**src/rtl/mult_seq_if.sv**
```systemverilog
// rtl/mult_seq_if.sv - handshake bundle between the execute stage and mult_seq
//
// Purpose: groups the operand request, kill and result response signals of the
// sequential multiplier so they travel as one port.
// Ports (signals):
//   InValid/InReady      request handshake (master drives InValid)
//   Op[1:0]              00 MUL, 01 MULH, 10 MULHSU, 11 MULHU
//   SrcA/SrcB[WIDTH]     multiplicand / multiplier
//   Kill                 pipeline flush, aborts any in-flight operation
//   OutValid/OutReady    result handshake (slave drives OutValid)
//   MultResult[WIDTH]    selected product half
// Modports: master = requester/consumer, slave = multiplier.
interface mult_seq_if #(
  parameter int WIDTH = 32
);
  logic             InValid;
  logic             InReady;
  logic [1:0]       Op;
  logic [WIDTH-1:0] SrcA;
  logic [WIDTH-1:0] SrcB;
  logic             Kill;
  logic             OutValid;
  logic             OutReady;
  logic [WIDTH-1:0] MultResult;

  modport master (
    output InValid, Op, SrcA, SrcB, Kill, OutReady,
    input  InReady, OutValid, MultResult
  );

  modport slave (
    input  InValid, Op, SrcA, SrcB, Kill, OutReady,
    output InReady, OutValid, MultResult
  );
endinterface

```
**src/rtl/mult_seq.sv**
```systemverilog
// rtl/mult_seq.sv - multi-cycle shift-add multiplier (MUL/MULH/MULHSU/MULHU)
//
// Purpose: multiplies operand magnitudes, BITS_PER_CYCLE multiplier bits per
// clock, into a 2*WIDTH accumulator and applies the product sign at the end.
// Ports:
//   clk    rising-edge clock
//   rst_n  asynchronous active-low reset
//   io     mult_seq_if.slave: InValid/InReady, Op, SrcA, SrcB, Kill,
//          OutValid/OutReady, MultResult
module mult_seq #(
  parameter int WIDTH          = 32,
  parameter int BITS_PER_CYCLE = 1
) (
  input  logic      clk,
  input  logic      rst_n,
  mult_seq_if.slave io
);
  localparam int STEPS = WIDTH / BITS_PER_CYCLE;
  localparam int CW    = $clog2(STEPS + 1);

  typedef enum logic [1:0] {IDLE, CALC, DONE} state_t;

  state_t             state, state_nxt;
  logic [WIDTH-1:0]   mag_a;
  logic [WIDTH-1:0]   mplr;
  logic [WIDTH-1:0]   result;
  logic [2*WIDTH-1:0] acc;
  logic [2*WIDTH-1:0] partial;
  logic [2*WIDTH-1:0] acc_fix;
  logic [CW-1:0]      cnt;
  logic [1:0]         op_q;
  logic               neg;
  logic               out_valid;
  logic               accept;
  logic               a_neg;
  logic               b_neg;
  logic               last_step;

  // An operand is negative only when the mode reads it as signed.
  assign a_neg  = io.SrcA[WIDTH-1] & ((io.Op == 2'b01) | (io.Op == 2'b10));
  assign b_neg  = io.SrcB[WIDTH-1] & (io.Op == 2'b01);
  assign accept = (state == IDLE) & io.InValid & ~io.Kill;

  // Chunks 0..STEPS-1 accumulate; the extra edge at cnt==STEPS applies the
  // sign and half select from the settled accumulator, keeping the negate
  // off the accumulate adder path.
  assign last_step = (cnt == CW'(STEPS));

  assign partial = ({{WIDTH{1'b0}}, mag_a} *
                    {{(2*WIDTH-BITS_PER_CYCLE){1'b0}}, mplr[BITS_PER_CYCLE-1:0]})
                   << (cnt * BITS_PER_CYCLE);

  assign acc_fix = neg ? -acc : acc;

  // State register
  always_ff @(posedge clk or negedge rst_n) begin
    if (!rst_n) state <= IDLE;
    else        state <= state_nxt;
  end

  // Next-state logic; Kill overrides every transition.
  always_comb begin
    state_nxt = state;
    case (state)
      IDLE:    if (accept)       state_nxt = CALC;
      CALC:    if (last_step)    state_nxt = DONE;
      DONE:    if (io.OutReady)  state_nxt = IDLE;
      default:                   state_nxt = IDLE;
    endcase
    if (io.Kill) state_nxt = IDLE;
  end

  // Output logic
  always_comb begin
    io.InReady    = (state == IDLE);
    io.OutValid   = out_valid;
    io.MultResult = result;
  end

  // Datapath
  always_ff @(posedge clk or negedge rst_n) begin
    if (!rst_n) begin
      mag_a     <= '0;
      mplr      <= '0;
      acc       <= '0;
      cnt       <= '0;
      op_q      <= 2'b00;
      neg       <= 1'b0;
      out_valid <= 1'b0;
      result    <= '0;
    end else if (io.Kill) begin
      out_valid <= 1'b0;
    end else begin
      case (state)
        IDLE: begin
          if (accept) begin
            // Two's-complement negate of the most negative value yields
            // 2^(WIDTH-1), which still fits as an unsigned magnitude.
            mag_a <= a_neg ? -io.SrcA : io.SrcA;
            mplr  <= b_neg ? -io.SrcB : io.SrcB;
            neg   <= a_neg ^ b_neg;
            op_q  <= io.Op;
            acc   <= '0;
            cnt   <= '0;
          end
        end
        CALC: begin
          if (last_step) begin
            result    <= (op_q == 2'b00) ? acc_fix[WIDTH-1:0]
                                         : acc_fix[2*WIDTH-1:WIDTH];
            out_valid <= 1'b1;
          end else begin
            acc  <= acc + partial;
            mplr <= mplr >> BITS_PER_CYCLE;
            cnt  <= cnt + 1'b1;
          end
        end
        DONE: begin
          if (io.OutReady) out_valid <= 1'b0;
        end
        default: out_valid <= 1'b0;
      endcase
    end
  end
endmodule
```
**src/flat_wrapper.sv**
```systemverilog
// flat-port wrapper written by rule: the top's interface ports become plain ports
module mult_seq_flat 
#(
  parameter int WIDTH          = 32,
  parameter int BITS_PER_CYCLE = 1
)
  (clk, rst_n, io_InValid, io_Op, io_SrcA, io_SrcB, io_Kill, io_OutReady, io_InReady, io_OutValid, io_MultResult);
  mult_seq_if #(.WIDTH(WIDTH)) io_i ();
  input  logic clk;
  input  logic rst_n;
  input wire logic [$bits(io_i.InValid)-1:0] io_InValid;
  input wire logic [$bits(io_i.Op)-1:0] io_Op;
  input wire logic [$bits(io_i.SrcA)-1:0] io_SrcA;
  input wire logic [$bits(io_i.SrcB)-1:0] io_SrcB;
  input wire logic [$bits(io_i.Kill)-1:0] io_Kill;
  input wire logic [$bits(io_i.OutReady)-1:0] io_OutReady;
  output wire logic [$bits(io_i.InReady)-1:0] io_InReady;
  output wire logic [$bits(io_i.OutValid)-1:0] io_OutValid;
  output wire logic [$bits(io_i.MultResult)-1:0] io_MultResult;
  assign io_i.InValid = io_InValid;
  assign io_i.Op = io_Op;
  assign io_i.SrcA = io_SrcA;
  assign io_i.SrcB = io_SrcB;
  assign io_i.Kill = io_Kill;
  assign io_i.OutReady = io_OutReady;
  assign io_InReady = io_i.InReady;
  assign io_OutValid = io_i.OutValid;
  assign io_MultResult = io_i.MultResult;
  mult_seq #(.WIDTH(WIDTH), .BITS_PER_CYCLE(BITS_PER_CYCLE)) u_core (.clk(clk), .rst_n(rst_n), .io(io_i));
endmodule
```
**config.mk**
```make
export PLATFORM = sky130hd
export DESIGN_NAME = mult_seq_flat
export DESIGN_NICKNAME = d
export VERILOG_FILES = /design/src/rtl/mult_seq_if.sv /design/src/rtl/mult_seq.sv /design/src/flat_wrapper.sv
export SDC_FILE = /design/constraint.sdc
export NUM_CORES = 1
export LEC_CHECK = 0
export BUFFER_PORTS_ARGS = -buffer_cell sky130_fd_sc_hd__buf_2
export CAP_MARGIN = 30
export CELL_PAD_IN_SITES_DETAIL_PLACEMENT = 1
export CELL_PAD_IN_SITES_GLOBAL_PLACEMENT = 1
export CORE_UTILIZATION = 42
export CTS_BUF_LIST = sky130_fd_sc_hd__clkbuf_16
export DETAILED_ROUTE_END_ITERATION = 12
export GPL_TIMING_DRIVEN = 0
export PLACE_DENSITY = 0.84
export SYNTH_ARGS = -nofsm -noshare
export SYNTH_HDL_FRONTEND = slang
export SYNTH_SLANG_ARGS = --single-unit
```
**constraint.sdc**
```tcl
create_clock -name clk -period 4.93 [get_ports clk]
set_input_delay 0.986 -clock clk [delete_from_list [all_inputs] [get_ports clk]]
set_output_delay 0.986 -clock clk [all_outputs]
set_load 0.02 [all_outputs]
```
# After elaboration in Yosys (flattened, before gate mapping)

Index checks and enable logic that the tools add are counted.

Bits in registers: 172
Output and inout port bits: 34
Bits of input ports: 71
Word-level logic and storage cells: 64

Equality and inequality tests: 11
Shift-type cells: 1
Multiplexer cells: 22
Reductions and logical operators: 8
$mul: 1
Add/sub/neg operators: 5
Bitwise operators: 7

Operator list:

| kind                                                | count |
|---|---|
| two-way mux 64 bit                                  | 3 |
| two-way mux 32 bit                                  | 5 |
| one-hot mux 64 bit (2 select lines)                 | 1 |
| adder 64 bit                                        | 1 |
| negator 32 bit                                      | 2 |
| negator 64 bit                                      | 1 |
| one-hot mux 32 bit (2 select lines)                 | 1 |
| << shifter 33 x 6 -> 64 bit                         | 1 |
| multiplier 32 x 1 -> 33 bit                         | 1 |
| two-way mux 6 bit                                   | 2 |
| one-hot mux 6 bit (2 select lines)                  | 1 |
| AND reduction 3 bit                                 | 4 |
| two-way mux 2 bit                                   | 4 |
| adder 6 x 1 -> 6 bit, second input constant         | 1 |
| equality test 6 bit, second input constant          | 1 |
| != test 3 x 2 -> 1 bit, second input constant       | 2 |
| one-hot mux 2 bit (3 select lines)                  | 1 |
| AND 1 bit                                           | 4 |
| equality test 2 x 1 -> 1 bit, second input constant | 2 |
| equality test 2 bit, second input constant          | 2 |
| logical NOT 2 bit                                   | 2 |
| != test 2 bit, second input constant                | 2 |
| AND reduction 4 bit                                 | 1 |
| two-way mux 1 bit                                   | 3 |
| 7 further kinds                                     | 7 |

# Depth between registers and ports, before layout

Gate-level depths: netlist of run 1.

Word-level depth: 6
Mapped depth: 24

# Worst setup path after synthesis of run 1

OpenSTA, ideal clock, no wires.

Kind: reg-to-reg
Start: register u_core.cnt[0]
End: register u_core.acc[62]
Cell stages (with the launch flop): 23
Setup time: 133 ps
Buffers on the path: 4
Arrival: 5187 ps
Setup slack: -390 ps
Data required time: 4797 ps
Path through: dfrtp_1 > buf_1 > buf_1 > buf_1 > mux2_2 > o211ai_1 > nor2_1 > nor2_1 > mux2i_1 > a21oi_1 > nor2_1 > ha_1 > clkbuf_1 > nand4_1 > nor4_1 > inv_1 > o311ai_0 > a21oi_1 > o31ai_1 > a41oi_1 > o21ai_0 > xnor2_1 > o21ai_0

Word-level cells in the longest chain between the ends: 4

Ends and longest elaborated chain:

| element                             | RTL line        | source |
|---|---|---|
| start, declared                     | mult_seq.sv:30  | `logic [CW-1:0] cnt;` |
| start signal, assigned              | mult_seq.sv:115 | `cnt <= cnt + 1'b1;` |
| << shifter 33 x 6 -> 64 bit         | mult_seq.sv:49  | `assign partial = ({{WIDTH{1'b0}}, mag_a} *` |
| adder 64 bit                        | mult_seq.sv:113 | `acc <= acc + partial;` |
| two-way mux 64 bit                  | mult_seq.sv:108 | `if (last_step) begin` |
| one-hot mux 64 bit (2 select lines) | mult_seq.sv:94  | `case (state)` |
| end signal, assigned                | mult_seq.sv:113 |  |
| end, declared                       | mult_seq.sv:27  | `logic [2*WIDTH-1:0] acc;` |

Parallel ways exist; a longest one is shown, timed or not. The select of a mux whose other input is x is not followed.
A chain may end at the register's enable or synchronous reset.

# Worst setup path after layout of run 1

Start: register u_core.cnt[0]
End: register u_core.acc[63]

The elaborated chain is that of the path after synthesis.

==> metrics.md, run 1 <==
| Metric | Value |
|---|---|
| Filler cell count | `4463` |
| DRC | `0` |
| Syn. warnings | `0` |
| Mean Syn Cell Area | `7.49 sq um` |
| Chip Width | `194 um` |
| Final setup violation count | `0` |
| Total GRT Usage | `33.1%` |
| Via-per-instance ratio | `6.27` |
| Final Hold Vio Count | `0` |
| Yosys top cell area share | `27.8%` |
| Pre-CTS WS | `-1.83 ns` |
| Clk sink count | `172` |
| Die Footprint | `37600 sq um` |
| Syn_nets | `2207` |
| Total Nets Final | `2344` |
| P_leak | `7.83 nW` |
| Post-synthesis mux area share | `4.42%` |
| Initial antenna violation count | `1` |
| Core area | `35900 sq um` |
| Reg2Reg Setup Slack | `0.06 ns` |
| Reg2reg end | `u_core.acc[63]` |
| Fin area | `18300 sq um` |
| RSZ-0062 raised after global routing | `yes` |
| Area Growth Syn to Fin | `18.5%` |
| Number of synthesized flops with an enable pin | `0` |
| Num CTS Buffers | `17` |
| WL per Instance | `23.5 um` |
| Run status | `finished, final reports clean` |
| Worst slew margin | `39.7%` |
| Top cells by area, synth | `dfrtp_1 (28%), o21ai_0 (8.5%), nand2_1 (7.2%), xnor2_1 (6.1%), a21oi_1 (5.7%)` |
| Row count | `69` |
| Clk slew on worst S/H paths | `0.07 ns` |
| Worst Setup EP | `u_core.acc[63]` |
| First-pass GRT wire length | `98.1 mm` |
| Synth Area in Adders | `5.71%` |
| Length of the first detailed-routing pass in iterations | `6` |
| Dpl cell area | `16600 sq um` |
| Post-Synthesis Cell Area | `15500 sq um` |
| Post-synth cell types | `74` |
| Worst Path Max Fanout | `10` |
| Compound-gate portion of the synthesized area | `27.2%` |
| WP data arrival | `5.23 ns` |
| Max-cap violations | `0` |
| Critical Path Sink Type | `flop` |
| Vias in the first global route | `17100` |
| Detailed Route WL | `62.9 mm` |
| Total number of vias | `16800` |
| Mapped Cells | `2066` |
| Launch point of the worst path | `u_core.cnt[0]` |
| Post-route minimum period | `4.87 ns` |
| FF-to-FF Start | `u_core.cnt[0]` |
| Post-synthesis xor/xnor area fraction | `9.90%` |
| Top-Level Pins | `105` |
| FF-to-FF path depth | `23` |
| Starting Density | `43.1%` |
| Proportion of layout cells with a drive suffix above 1 | `16.5%` |
| Pwr Density | `334 nW/um^2` |
| Hold Crit Class | `primary input to asynchronous set/reset pin` |
| CTS root buf | `clkbuf_16` |
| CP Data Required Time | `5.29 ns` |
| Clk_lat worst skew | `0.47 ns` |
| Max H-tree Level | `4` |
| Dominant combinational cell family by area after synthesis | `compound AO/OA/AOI/OAI gates` |
| Simple-gate share of the synthesized area | `20.3%` |
| ANT nets after route | `0` |
| Routability Congestion | `1.00` |
| Crit start category | `flop` |
| TritonCTS clock tree | `yes` |
| GR Overflow Total | `0` |
| Async SR Flop Fraction | `100%` |
| PortBufs | `104` |
| Post-layout worst setup margin | `0.0584 ns` |
| HPWL after DPL | `48.4 mm` |
| Die Y | `194 um` |
| CTS Buffer Depth | `2` |
| Skew final | `0.0185 ns` |
| F_max | `205 MHz` |
| WS Path Type | `flop to flop` |
| Synth Flop Type | `dfrtp_1` |
| Slew @ Worst Pin | `0.897 ns` |
| Post-synthesis sequential area ratio | `27.8%` |
| Pin count of the biggest net entering global routing | `118` |
| Maximum vdd drop | `0.237 mV` |
| Flops & latches, synth | `172` |
| Pwr Total | `6.12 mW` |
| Final period utilization | `98.8%` |
| Top cell type by total area after synthesis | `dfrtp_1` |
| Slew Viols, Final | `0` |
| Iteration-0 DRC Markers | `1127` |
-- layout make-up --
| class | instances | area, sq um | share of cell area, % |
|---|---|---|---|
| clock inverter | 13 | 153 | 0.832 |
| multi-input combinational | 1704 | 11300 | 61.5 |
| clock buffer | 17 | 425 | 2.32 |
| buffer | 121 | 553 | 3.01 |
| timing repair buffer | 144 | 876 | 4.77 |
| inverter | 43 | 161 | 0.880 |
| sequential | 172 | 4310 | 23.5 |
| tap | 461 | 577 | 3.14 |
| antenna | 1 | 2.50 | 0.0136 |
-- where the power goes --
part           leakage [nW]  total [mW]  switching [mW]  internal [mW]
clock                 0.288        1.39           0.605          0.785
combinational          5.28        2.92            1.83           1.09
sequential             2.26        1.81           0.235           1.57
-- metal layers --
metal | GRT usage [%] | part of all wire, %
met5 | 0 | 0
met4 | 17.7 | 5.3
met3 | 4.24 | 5.0
met2 | 56.1 | 48
met1 | 40.8 | 42
-- how the worst min path moves through the flow --
stage,start,end,cells after the start
6_report,rst_n,u_core.acc[11],1
5_1_grt,rst_n,u_core.acc[9],1
4_1_cts,rst_n,u_core.acc[16],1
3_5_place_dp,u_core.io.MultResult[24],u_core.io.MultResult[24],2
3_3_place_gp,u_core.io.MultResult[24],u_core.io.MultResult[24],2
2_1_floorplan,u_core.mplr[1],u_core.mplr[1],2
-- timing repair --
item                       in CTS  in global routing
buffers inserted               13                 25
resized for setup             132                128
hold buffers                    0                  0
setup endpoints to repair      48                 31
pin swaps                      19                 30
-- synthesized netlist by cell type (7+ instances only) --
cell type	instances
nand3_1	38
o22ai_1	52
xnor2_1	108
o21ai_0	262
clkbuf_1	128
ha_1	69
nor2_1	172
or2_2	7
or4_1	12
nand4_1	24
o31ai_1	27
nor2b_1	16
a21o_1	46
a31oi_1	21
dfrtp_1	172
buf_1	18
o41ai_1	11
nand2_1	298
or3_1	18
a211oi_1	15
and3_1	17
o211ai_1	14
and2_1	9
nand2b_1	15
nor3_1	32
o21bai_1	10
nor4_1	16
mux2_2	13
xor2_1	67
a21oi_1	175
inv_1	40
mux2i_1	47
-- cell families (layout without fill, tap and decap cells) --
| kind of cell | Yosys count | count (layout) |
|---|---|---|
| fa+ha+maj | 70 | 70 |
| buf+inv | 190 | 338 |
| flops | 172 | 172 |
| xor+xnor | 175 | 175 |
| simple gates | 694 | 694 |
| mux | 63 | 63 |
| other cells | 0 | 1 |
| compound gates | 702 | 702 |
-- critical path: stages (launching register included) --
cell and delay [ns]:
dfrtp_2 0.43, buf_12 0.16, buf_12 0.15, buf_12 0.14, mux2i_1 0.16, o21ai_0 0.38
nand3_1 0.15, o21ai_2 0.15, mux2i_2 0.13, nor2_1 0.14, a21oi_2 0.07, nor2_1 0.36
ha_4 0.29, nand3_2 0.16, nor2_2 0.09, a311oi_1 0.31, nand2_1 0.19, a41oi_4 0.25
buf_12 0.16, o2111ai_2 0.16, a31oi_2 0.20, xnor2_1 0.10, and3_1 0.19, a211o_1 0.25
-- registers in the layout (all words and copies together) (netlist names) --
| signal | cells |
|---|---|
| u_core.acc | 64 |
| u_core.cnt | 6 |
| u_core.io.MultResult | 32 |
| u_core.io.OutValid | 1 |
| u_core.mag_a | 32 |
| u_core.mplr | 32 |
| u_core.neg | 1 |
| u_core.op_q | 2 |
| u_core.state | 2 |
-- stage by stage --
step,std cells,hold slack (ns),utilization [%],setup TNS [ns]
global route,2675,0.476,51.1,-0.280
global placement,2631,0.449,46.2,-43.60
finish,2676,0.437,51.1,0
detailed placement,2633,0.459,46.3,-44.63
floorplan,2066,0.450,-,0
CTS,2657,0.457,49.3,-0.0167
-- placed cells by master, fill, tap and decap left out, types with 45 or more instances in the layout --
| cell type | synthesis | layout |
|---|---|---|
| o22ai_1 | 52 | 45 |
| nor2_1 | 172 | 163 |
| xnor2_1 | 108 | 108 |
| clkbuf_1 | 128 | 90 |
| a21o_1 | 46 | 46 |
| nand2_1 | 298 | 296 |
| o21ai_0 | 262 | 224 |
| buf_2 | 0 | 112 |
| xor2_1 | 67 | 67 |
| dfrtp_1 | 172 | 170 |
| a21oi_1 | 175 | 159 |
(Power assumes the default switching activity.)
==> run 2, diff against run 1 <==
--- a/config.mk
+++ b/config.mk
@@ -7,13 +7,11 @@
 export LEC_CHECK = 0
 export BUFFER_PORTS_ARGS = -buffer_cell sky130_fd_sc_hd__buf_2
 export CAP_MARGIN = 30
-export CELL_PAD_IN_SITES_DETAIL_PLACEMENT = 1
-export CELL_PAD_IN_SITES_GLOBAL_PLACEMENT = 1
-export CORE_UTILIZATION = 42
+export CORE_UTILIZATION = 57
 export CTS_BUF_LIST = sky130_fd_sc_hd__clkbuf_16
 export DETAILED_ROUTE_END_ITERATION = 12
 export GPL_TIMING_DRIVEN = 0
-export PLACE_DENSITY = 0.84
+export PLACE_DENSITY = 0.85
 export SYNTH_ARGS = -nofsm -noshare
 export SYNTH_HDL_FRONTEND = slang
 export SYNTH_SLANG_ARGS = --single-unit
==> metrics.md, run 2 (synthesized netlist as in run 1, its figures left out) <==
| Metric | Value |
|---|---|
| Total number of vias | `16500` |
| Final Hold Vio Count | `0` |
| First-pass GRT wire length | `88.6 mm` |
| Filler cell count | `2271` |
| Dpl cell area | `16500 sq um` |
| Clk sink count | `172` |
| Smallest hold slack | `0.463 ns` |
| DRC | `0` |
| Maximum vdd drop | `0.229 mV` |
| Length of the first detailed-routing pass in iterations | `7` |
| Skew final | `0.0201 ns` |
| HPWL after DPL | `44.2 mm` |
| Detailed Route WL | `56.4 mm` |
| ANT nets after route | `0` |
| Final period utilization | `98.5%` |
| Total Nets Final | `2334` |
| P_leak | `7.77 nW` |
| Clk_lat worst skew | `0.45 ns` |
| Largest register FFs | `64` |
| Fin area | `17900 sq um` |
| Chip Width | `167 um` |
| Slew Viols, Final | `0` |
| Pwr Density | `335 nW/um^2` |
| CP Data Required Time | `5.29 ns` |
| RSZ-0062 raised after global routing | `yes` |
| Max H-tree Level | `4` |
| Core area | `26400 sq um` |
| Max-cap violations | `0` |
| Largest register by flop count | `u_core.acc` |
| Pwr Total | `6.01 mW` |
| Worst slew margin | `38.8%` |
| Starting Density | `58.8%` |
| Post-CTS Hold Fix Bufs | `0` |
| F_max | `206 MHz` |
| Die Footprint | `27800 sq um` |
| Die Y | `167 um` |
| Total GRT Usage | `40.8%` |
| WS Path Type | `flop to flop` |
| TritonCTS clock tree | `yes` |
| WL per Instance | `22.2 um` |
| Vias in the first global route | `16000` |
| Critical Path Sink Type | `flop` |
| Antenna diode count | `0` |
| Area Growth Syn to Fin | `15.9%` |
| Post-route minimum period | `4.86 ns` |
| Routability Congestion | `1.02` |
| Run status | `finished, final reports clean` |
| Final core occ | `68.1%` |
| Proportion of layout cells with a drive suffix above 1 | `15.4%` |
| Clk slew on worst S/H paths | `0.08 ns` |
| PortBufs | `104` |
| Initial antenna violation count | `0` |
| Crit start category | `flop` |
| Commonest non-fill, non-tap cells in the layout | `nand2_1 (297), o21ai_0 (229), dfrtp_1 (169), nor2_1 (164), a21oi_1 (161)` |
| Hold Crit Class | `primary input to asynchronous set/reset pin` |
| Iteration-0 DRC Markers | `1548` |
| WP data arrival | `5.22 ns` |
| CTS root buf | `clkbuf_16` |
| Commonest non-fill, non-tap cell in the layout | `nand2_1` |
| GR Overflow Total | `0` |
| Final setup violation count | `0` |
| Pin count of the biggest net entering global routing | `109` |
| Via-per-instance ratio | `6.48` |
| Num CTS Buffers | `17` |
| Pre-CTS WS | `-1.72 ns` |
| Slew @ Worst Pin | `0.918 ns` |
| CTS Buffer Depth | `2` |
| Post-layout worst setup margin | `0.0748 ns` |
| Row count | `59` |
| Top-Level Pins | `105` |
| Worst Path Max Fanout | `10` |
==> run 2: cell types whose count changed in the layout (fill, tap and decap cells not counted), moves of 5 or more <==
cell	delta
inv_8	+5
mux2i_1	+5
o21ai_0	+5
clkinv_8	+5
buf_4	-10
clkbuf_2	+5
==> run 2: critical path, cell delays in order (launching register included) <==
cell	delay, ns
dfrtp_2	0.39
buf_8	0.16
mux2i_1	0.37
mux2i_1	0.28
nand3_1	0.14
o21ai_0	0.16
o21a_1	0.30
nand2_1	0.09
o21ai_0	0.13
and2_1	0.26
ha_2	0.43
nand2_1	0.17
nor4_2	0.28
inv_1	0.10
o311ai_1	0.30
a21oi_2	0.06
buf_4	0.18
o31ai_4	0.29
a41oi_2	0.21
buf_4	0.19
xor2_1	0.13
o21ai_0	0.14
==> run 2: layout make-up <==
| cell class | count | area [sq um] | area share, % |
|---|---|---|---|
| flip-flops and latches | 172 | 4310 | 24.0 |
| clock inverters | 15 | 176 | 0.983 |
| repair buffers | 134 | 801 | 4.46 |
| clock buffers | 17 | 425 | 2.37 |
| inverters | 43 | 161 | 0.899 |
| multi-input cells | 1704 | 11100 | 61.9 |
| well taps | 335 | 419 | 2.34 |
| plain buffers | 121 | 539 | 3.00 |
==> run 2: report_power, final <==
part           internal [mW]  switching (mW)
combinational           1.06            1.71
clock                  0.688           0.736
sequential              1.57           0.243
==> run 2: repair_timing <==
item | 4_1_cts | 5_1_grt
gates resized for setup | 117 | 97
setup buffers | 15 | 14
pin swaps | 11 | 21
setup endpoints to repair | 44 | 26
==> run 2: routing by layer <==
layer | global-route usage (%) | vias up | part of all wire [%]
met5 | 0 | - | 0
met1 | 51.3 | 7818 | 41
met4 | 25.2 | 0 | 6.4
met2 | 67.5 | 798 | 46
met3 | 4.28 | 175 | 6.8
li1 | - | 7681 | -
==> run 2: final timing paths <==
kind / endpoint / depth (start not counted) / slack, ns / from
min in group clk: u_core.io.MultResult[15] / 2 / 0.48 / u_core.io.MultResult[15]
min reg2reg: u_core.io.MultResult[15] / 2 / 0.48 / u_core.io.MultResult[15]
max reg2reg: u_core.acc[58] / 21 / 0.07 / u_core.cnt[0]
max in group asynchronous: u_core.mplr[11] / 2 / 3.56 / rst_n
max: u_core.acc[58] / 21 / 0.07 / u_core.cnt[0]
min: u_core.acc[17] / 1 / 0.46 / rst_n
==> run 2: through the flow <==
| step | TNS, ns | cells |
|---|---|---|
| finish | 0 | 2541 |
| global route | -0.171 | 2541 |
| CTS | 0 | 2537 |
| detailed placement | -42.08 | 2506 |
| global placement | -40.20 | 2505 |
| floorplan | 0 | 2066 |
